### config.mk
export PLATFORM = sky130hd
export DESIGN_NAME = des_iter_ctrl
export DESIGN_NICKNAME = d
export VERILOG_FILES = /design/src/rtl/des_iter_ctrl.sv
export SDC_FILE = /design/constraint.sdc
export NUM_CORES = 1
export LEC_CHECK = 0
export ABC_AREA = 1
export CAP_MARGIN = 20
export CORE_UTILIZATION = 48
export CTS_CLUSTER_SIZE = 20
export DETAILED_ROUTE_END_ITERATION = 6
export HOLD_SLACK_MARGIN = 0.03
export PLACE_DENSITY = 0.9
export SLEW_MARGIN = 20
export SYNTH_ARGS = -nofsm -noshare
export SYNTH_HDL_FRONTEND = slang
export SYNTH_SLANG_ARGS = --single-unit
### constraint.sdc
create_clock -name clk -period 2.7 [get_ports clk]
set_clock_uncertainty 0.2 [all_clocks]
set_input_delay 0.405 -clock clk [delete_from_list [all_inputs] [get_ports clk]]
set_output_delay 0.405 -clock clk [all_outputs]
set_load 0.03 [all_outputs]
### src/rtl/des_iter_ctrl.sv
// des_iter_ctrl: iterative DES block sequencer.
//
// Takes one 64-bit block per in_valid/in_ready handshake and applies the
// initial permutation. It then runs NUM_ROUNDS Feistel rounds, one per clock,
// through an external combinational f-function and key schedule. Last, it
// applies the final permutation and holds the result under
// out_valid/out_ready backpressure.
//
// Ports
//   clk, rst_n      clock, asynchronous active-low reset
//   in_valid        input block valid
//   in_ready        controller can accept a block this cycle
//   in_data         64-bit input block (bit 63 = DES bit 1)
//   in_decrypt      0 = encrypt, 1 = decrypt, sampled with in_data
//   f_r             R half to the external f-function (0 outside ROUND)
//   f_subkey_idx    subkey number to the key schedule, 0 = K1 (0 outside ROUND)
//   f_out           f(f_r, K[f_subkey_idx]), combinational, same cycle
//   out_valid       result valid
//   out_ready       downstream accepts the result
//   out_data        64-bit result (bit 63 = DES bit 1)
//   busy            high in ROUND or DONE
//
// state | meaning
// IDLE  | waiting for a block, in_ready = 1
// ROUND | one Feistel round per cycle, rnd = 0 .. NUM_ROUNDS-1
// DONE  | result held on out_data until out_ready

module des_iter_ctrl #(
    parameter int NUM_ROUNDS = 16
) (
    input  logic        clk,
    input  logic        rst_n,
    input  logic        in_valid,
    output logic        in_ready,
    input  logic [63:0] in_data,
    input  logic        in_decrypt,
    output logic [31:0] f_r,
    output logic [3:0]  f_subkey_idx,
    input  logic [31:0] f_out,
    output logic        out_valid,
    input  logic        out_ready,
    output logic [63:0] out_data,
    output logic        busy
);

    localparam logic [1:0] S_IDLE  = 2'd0;
    localparam logic [1:0] S_ROUND = 2'd1;
    localparam logic [1:0] S_DONE  = 2'd2;

    localparam logic [3:0] RND_LAST = 4'(NUM_ROUNDS - 1);

    // Standard DES tables: output bit i (1-based, MSB first) takes input bit TAB[i].
    localparam int IP_TAB [64] = '{
        58, 50, 42, 34, 26, 18, 10, 2,
        60, 52, 44, 36, 28, 20, 12, 4,
        62, 54, 46, 38, 30, 22, 14, 6,
        64, 56, 48, 40, 32, 24, 16, 8,
        57, 49, 41, 33, 25, 17,  9, 1,
        59, 51, 43, 35, 27, 19, 11, 3,
        61, 53, 45, 37, 29, 21, 13, 5,
        63, 55, 47, 39, 31, 23, 15, 7
    };

    localparam int FP_TAB [64] = '{
        40, 8, 48, 16, 56, 24, 64, 32,
        39, 7, 47, 15, 55, 23, 63, 31,
        38, 6, 46, 14, 54, 22, 62, 30,
        37, 5, 45, 13, 53, 21, 61, 29,
        36, 4, 44, 12, 52, 20, 60, 28,
        35, 3, 43, 11, 51, 19, 59, 27,
        34, 2, 42, 10, 50, 18, 58, 26,
        33, 1, 41,  9, 49, 17, 57, 25
    };

    function automatic logic [63:0] ip_perm(input logic [63:0] din);
        logic [63:0] dout;
        dout = '0;
        for (int i = 0; i < 64; i++)
            dout[6'(63 - i)] = din[6'(64 - IP_TAB[i])];
        return dout;
    endfunction

    function automatic logic [63:0] fp_perm(input logic [63:0] din);
        logic [63:0] dout;
        dout = '0;
        for (int i = 0; i < 64; i++)
            dout[6'(63 - i)] = din[6'(64 - FP_TAB[i])];
        return dout;
    endfunction

    logic [1:0]  state;
    logic [31:0] l_half;
    logic [31:0] r_half;
    logic [3:0]  rnd;
    logic        dec;

    logic        load;
    logic [63:0] ip_blk;
    logic [31:0] r_next;

    assign in_ready = (state == S_IDLE) || ((state == S_DONE) && out_ready);
    assign load     = in_valid && in_ready;
    assign busy     = (state == S_ROUND) || (state == S_DONE);
    assign ip_blk   = ip_perm(in_data);
    assign r_next   = l_half ^ f_out;

    // Outputs to the shared datapath are parked at zero outside ROUND.
    assign f_r          = (state == S_ROUND) ? r_half : 32'd0;
    assign f_subkey_idx = (state == S_ROUND) ? (dec ? (RND_LAST - rnd) : rnd) : 4'd0;

    always_ff @(posedge clk or negedge rst_n) begin
        if (!rst_n) begin
            state     <= S_IDLE;
            l_half    <= '0;
            r_half    <= '0;
            rnd       <= '0;
            dec       <= 1'b0;
            out_data  <= '0;
            out_valid <= 1'b0;
        end else begin
            case (state)
                S_IDLE: begin
                    if (load) begin
                        {l_half, r_half} <= ip_blk;
                        dec              <= in_decrypt;
                        rnd              <= '0;
                        state            <= S_ROUND;
                    end
                end
                S_ROUND: begin
                    l_half <= r_half;
                    r_half <= r_next;
                    if (rnd == RND_LAST) begin
                        // Preoutput is R16||L16: the last round's halves, unswapped.
                        out_data  <= fp_perm({r_next, r_half});
                        out_valid <= 1'b1;
                        state     <= S_DONE;
                    end else begin
                        rnd <= rnd + 4'd1;
                    end
                end
                S_DONE: begin
                    if (out_ready) begin
                        out_valid <= 1'b0;
                        if (load) begin
                            {l_half, r_half} <= ip_blk;
                            dec              <= in_decrypt;
                            rnd              <= '0;
                            state            <= S_ROUND;
                        end else begin
                            state <= S_IDLE;
                        end
                    end
                end
                default: state <= S_IDLE;
            endcase
        end
    end

endmodule

==> impl_results.md <==
* Status: complete, no violations
* Number of DRC markers in iteration 0 at 229
* Most common cell after layout, fill and taps aside: nand2_1
* Die Area at 11,300 sq um
* Prevailing post-synth register cell: dfrtp_1
* Startpoint types: register
* Hold EP: out_data[15]$_DFFE_PN0P_
* Initial antenna violation count at 0
* Synth Register Bits at 88
* Clock share of power at 14.4%
* Yosys cell types at 28
* P_leak at 3.63 nW
* Final setup fails at 0
* Multi-input gate area at 2350 sq um
* Slowest CP cell: clkdlybuf4s50_1
* Pin count of the biggest net entering global routing at 65
* Grt ovf at 0
* Worst-path clk slew at 90 ps
* Max-capacitance violation count at 0
* Setup TNS at 0 ps
* Via/cell ratio at 4.70
* GPL Wtd Cong at 0.763
* Fin area at 6390 sq um
* Die height at 106 um
* Total wire length at 11,300 um
* CP peak stage delay at 670 ps
* DRC viols at 0
* Crit share post-route at 96.4%
* Hold Path Class: register to register
* Final Util at 61.1%
* FF-to-FF End: l_half[20]$_DFFE_PN0P_
* Crit. End Element: output port
* Reg2reg start: state[0]$_DFFE_PN0P_
* Site Rows at 37
* R2R depth at 7
* Post-synthesis sequential area ratio at 42.1%
* Yosys warning count at 0
* Max IR drop VDD at 0.438 mV
* Comb pwr share at 52.4%
* First-pass GRT wire length at 19,000 um
* Data required time of the worst path at 2100 ps
* Clk_lat worst skew at 340 ps
* CP Max Fanout at 6
* FFs w/ async S/R, synth at 100%
* RSZ-0062 raised after global routing: false
* Total Routing Usage GR at 20.8%
* Area Growth Syn to Fin at 22.2%
* Final Hold Vio Count at 0
* Sequential cell area at 2200 sq um
* Placement Cell Area at 6160 sq um
* Antenna diodes at 0
* Layout Nets at 896
* DR WL/cell at 12.2 um
* CP arrival at 2000 ps
* F_max at 384 MHz
* Via count at 4,366
* Core area at 10,500 sq um
* Root Buffer: clkbuf_8
* CTS tree: built
* CTS H-tree depth at 3
* CTS Buf Count at 9
* Drt pass-1 iters at 4
* Starting density of the core at 50.0%
* Clock Path Buffers at 2
* Switch Pwr at 2.78 mW
* Post-Syn Instances at 691
* Die width at 106 um
* Number of global-route vias before repair at 3,992
* Max_slew headroom at 54.0%
* # IOs at 204
* ANT nets after route at 0
* Min-Delay Path Depth at 2
* Most frequent cells in the layout: nand2_1 (295), dfrtp_1 (87), clkdlybuf4s50_1 (69)
* Netlist Area Pre-Place at 5230 sq um
* Max-slew violation count at 0
* HPWL Detailed at 7900 um
* Tmin final at 2600 ps
* R2R Setup Slk at 190 ps
* Slew at the pin with the worst max-slew slack at 690 ps
* Clock Sinks at 88
* Final worst setup slack at 96.3 ps
* EDFF count, synth at 0
* Sw frac at 47.3%
* P_int at 3.10 mW
* Worst-path cell chain: inv_1 > ha_1 > clkdlybuf4s50_1
* Power share of the sequential group at 33.3%
* Synthesized area per cell at 7.57 sq um
* Port Buffer Count at 107
* Setup WS pre-CTS at 60.2 ps
* PD cells at 919 nW/um^2
* Filler cell count at 917
* Share of layout cells above drive strength 1 at 12.4%
* Min-delay src: out_data[15]$_DFFE_PN0P_
* CP Class: register to output port
-- layout make-up --
class                      count  share of cell area (%)
clock buffer                  10                    2.15
clock inverter                 6                   0.705
inverter                      60                    3.58
multi-input combinational    509                    36.8
sequential                    88                    34.5
tap                          136                    2.66
timing repair buffer         120                    19.5
-- cells by family (layout without fill, tap and decap cells) --
family                     Yosys count  in the layout  share of synthesized area [%]
and+or+nand+nor                    409            409                           34.6
buffers and inverters              141            196                           16.6
DFF                                 88             88                           42.1
AOI/OAI and AO/OA                   40             40                           4.04
adders and majority gates            7              7                           1.67
xor gates and xnor gates             5              5                          0.837
other                                1             48                         0.0717
-- state kept, by name, indices dropped and copies added (netlist names) --
name       flops
dec            1
r_half        32
l_half        32
state          2
rnd            4
out_data      16
out_valid      1
-- critical path: cells and delay by family (launching register included) --
| family | cells | cell delay [ps] |
|---|---|---|
| buf+inv | 2 | 840 |
| fa+ha+maj | 1 | 330 |
| flops | 1 | 500 |
-- metal layers --
layer  part of all wire [%]  global-route usage (%)
met1                     45                    27.2
met4                   0.96                    5.95
met2                     48                    34.4
met5                      0                       0
met3                    5.5                    4.78
-- timing repair --
action,in CTS,in global routing
buffers inserted,1,1
hold buffers,1,0
gates resized for setup,17,3
endpoints found under the setup margin,34,4
endpoints found under the hold margin,33,0
-- cells in the mapped netlist (all sizes together) (2+ instances only) --
cell	number	area (sq um)
nand2	301	1150
o211ai	2	15.0
dfrtp	88	2200
nor2	39	154
ha	7	87.6
nand3	67	490
o21ai	36	180
buf	77	627
inv	60	225
xnor2	4	35.0
clkbuf	4	16.3
-- stage by stage --
step	hold WS [ps]	total power [mW]	cells
after floorplan	-90.6	4.31	738
after global placement	181	4.94	910
after detailed placement	190	5.02	910
after CTS	281	5.88	928
after global routing	294	6.33	929
final	278	5.87	929
-- power by group through the flow --
stage | combinational [mW] | sequential, mW | clock (mW)
final | 3.08 | 1.95 | 0.843
after global routing | 3.40 | 2.01 | 0.925
after CTS | 3.06 | 1.94 | 0.877
after detailed placement | 3.05 | 1.97 | 0
after global placement | 2.99 | 1.95 | 0
after floorplan | 2.45 | 1.86 | 0
-- worst max-delay path by stage --
stage	startpoint	end	slack, ps	cells past startpoint
floorplan	state[1]$_DFFE_PN0P_	f_subkey_idx[0]	660	5
global placement	state[1]$_DFFE_PN0P_	f_subkey_idx[1]	140	7
detailed placement	state[1]$_DFFE_PN0P_	f_subkey_idx[1]	60	7
CTS	state[1]$_DFFE_PN0P_	f_subkey_idx[1]	60	7
global route	state[0]$_DFFE_PN0P_	r_half[3]$_DFFE_PN0P_	0.01	7
finish	state[0]$_DFFE_PN0P_	busy	100	3
No activity file was read; power rests on OpenSTA's default activity.
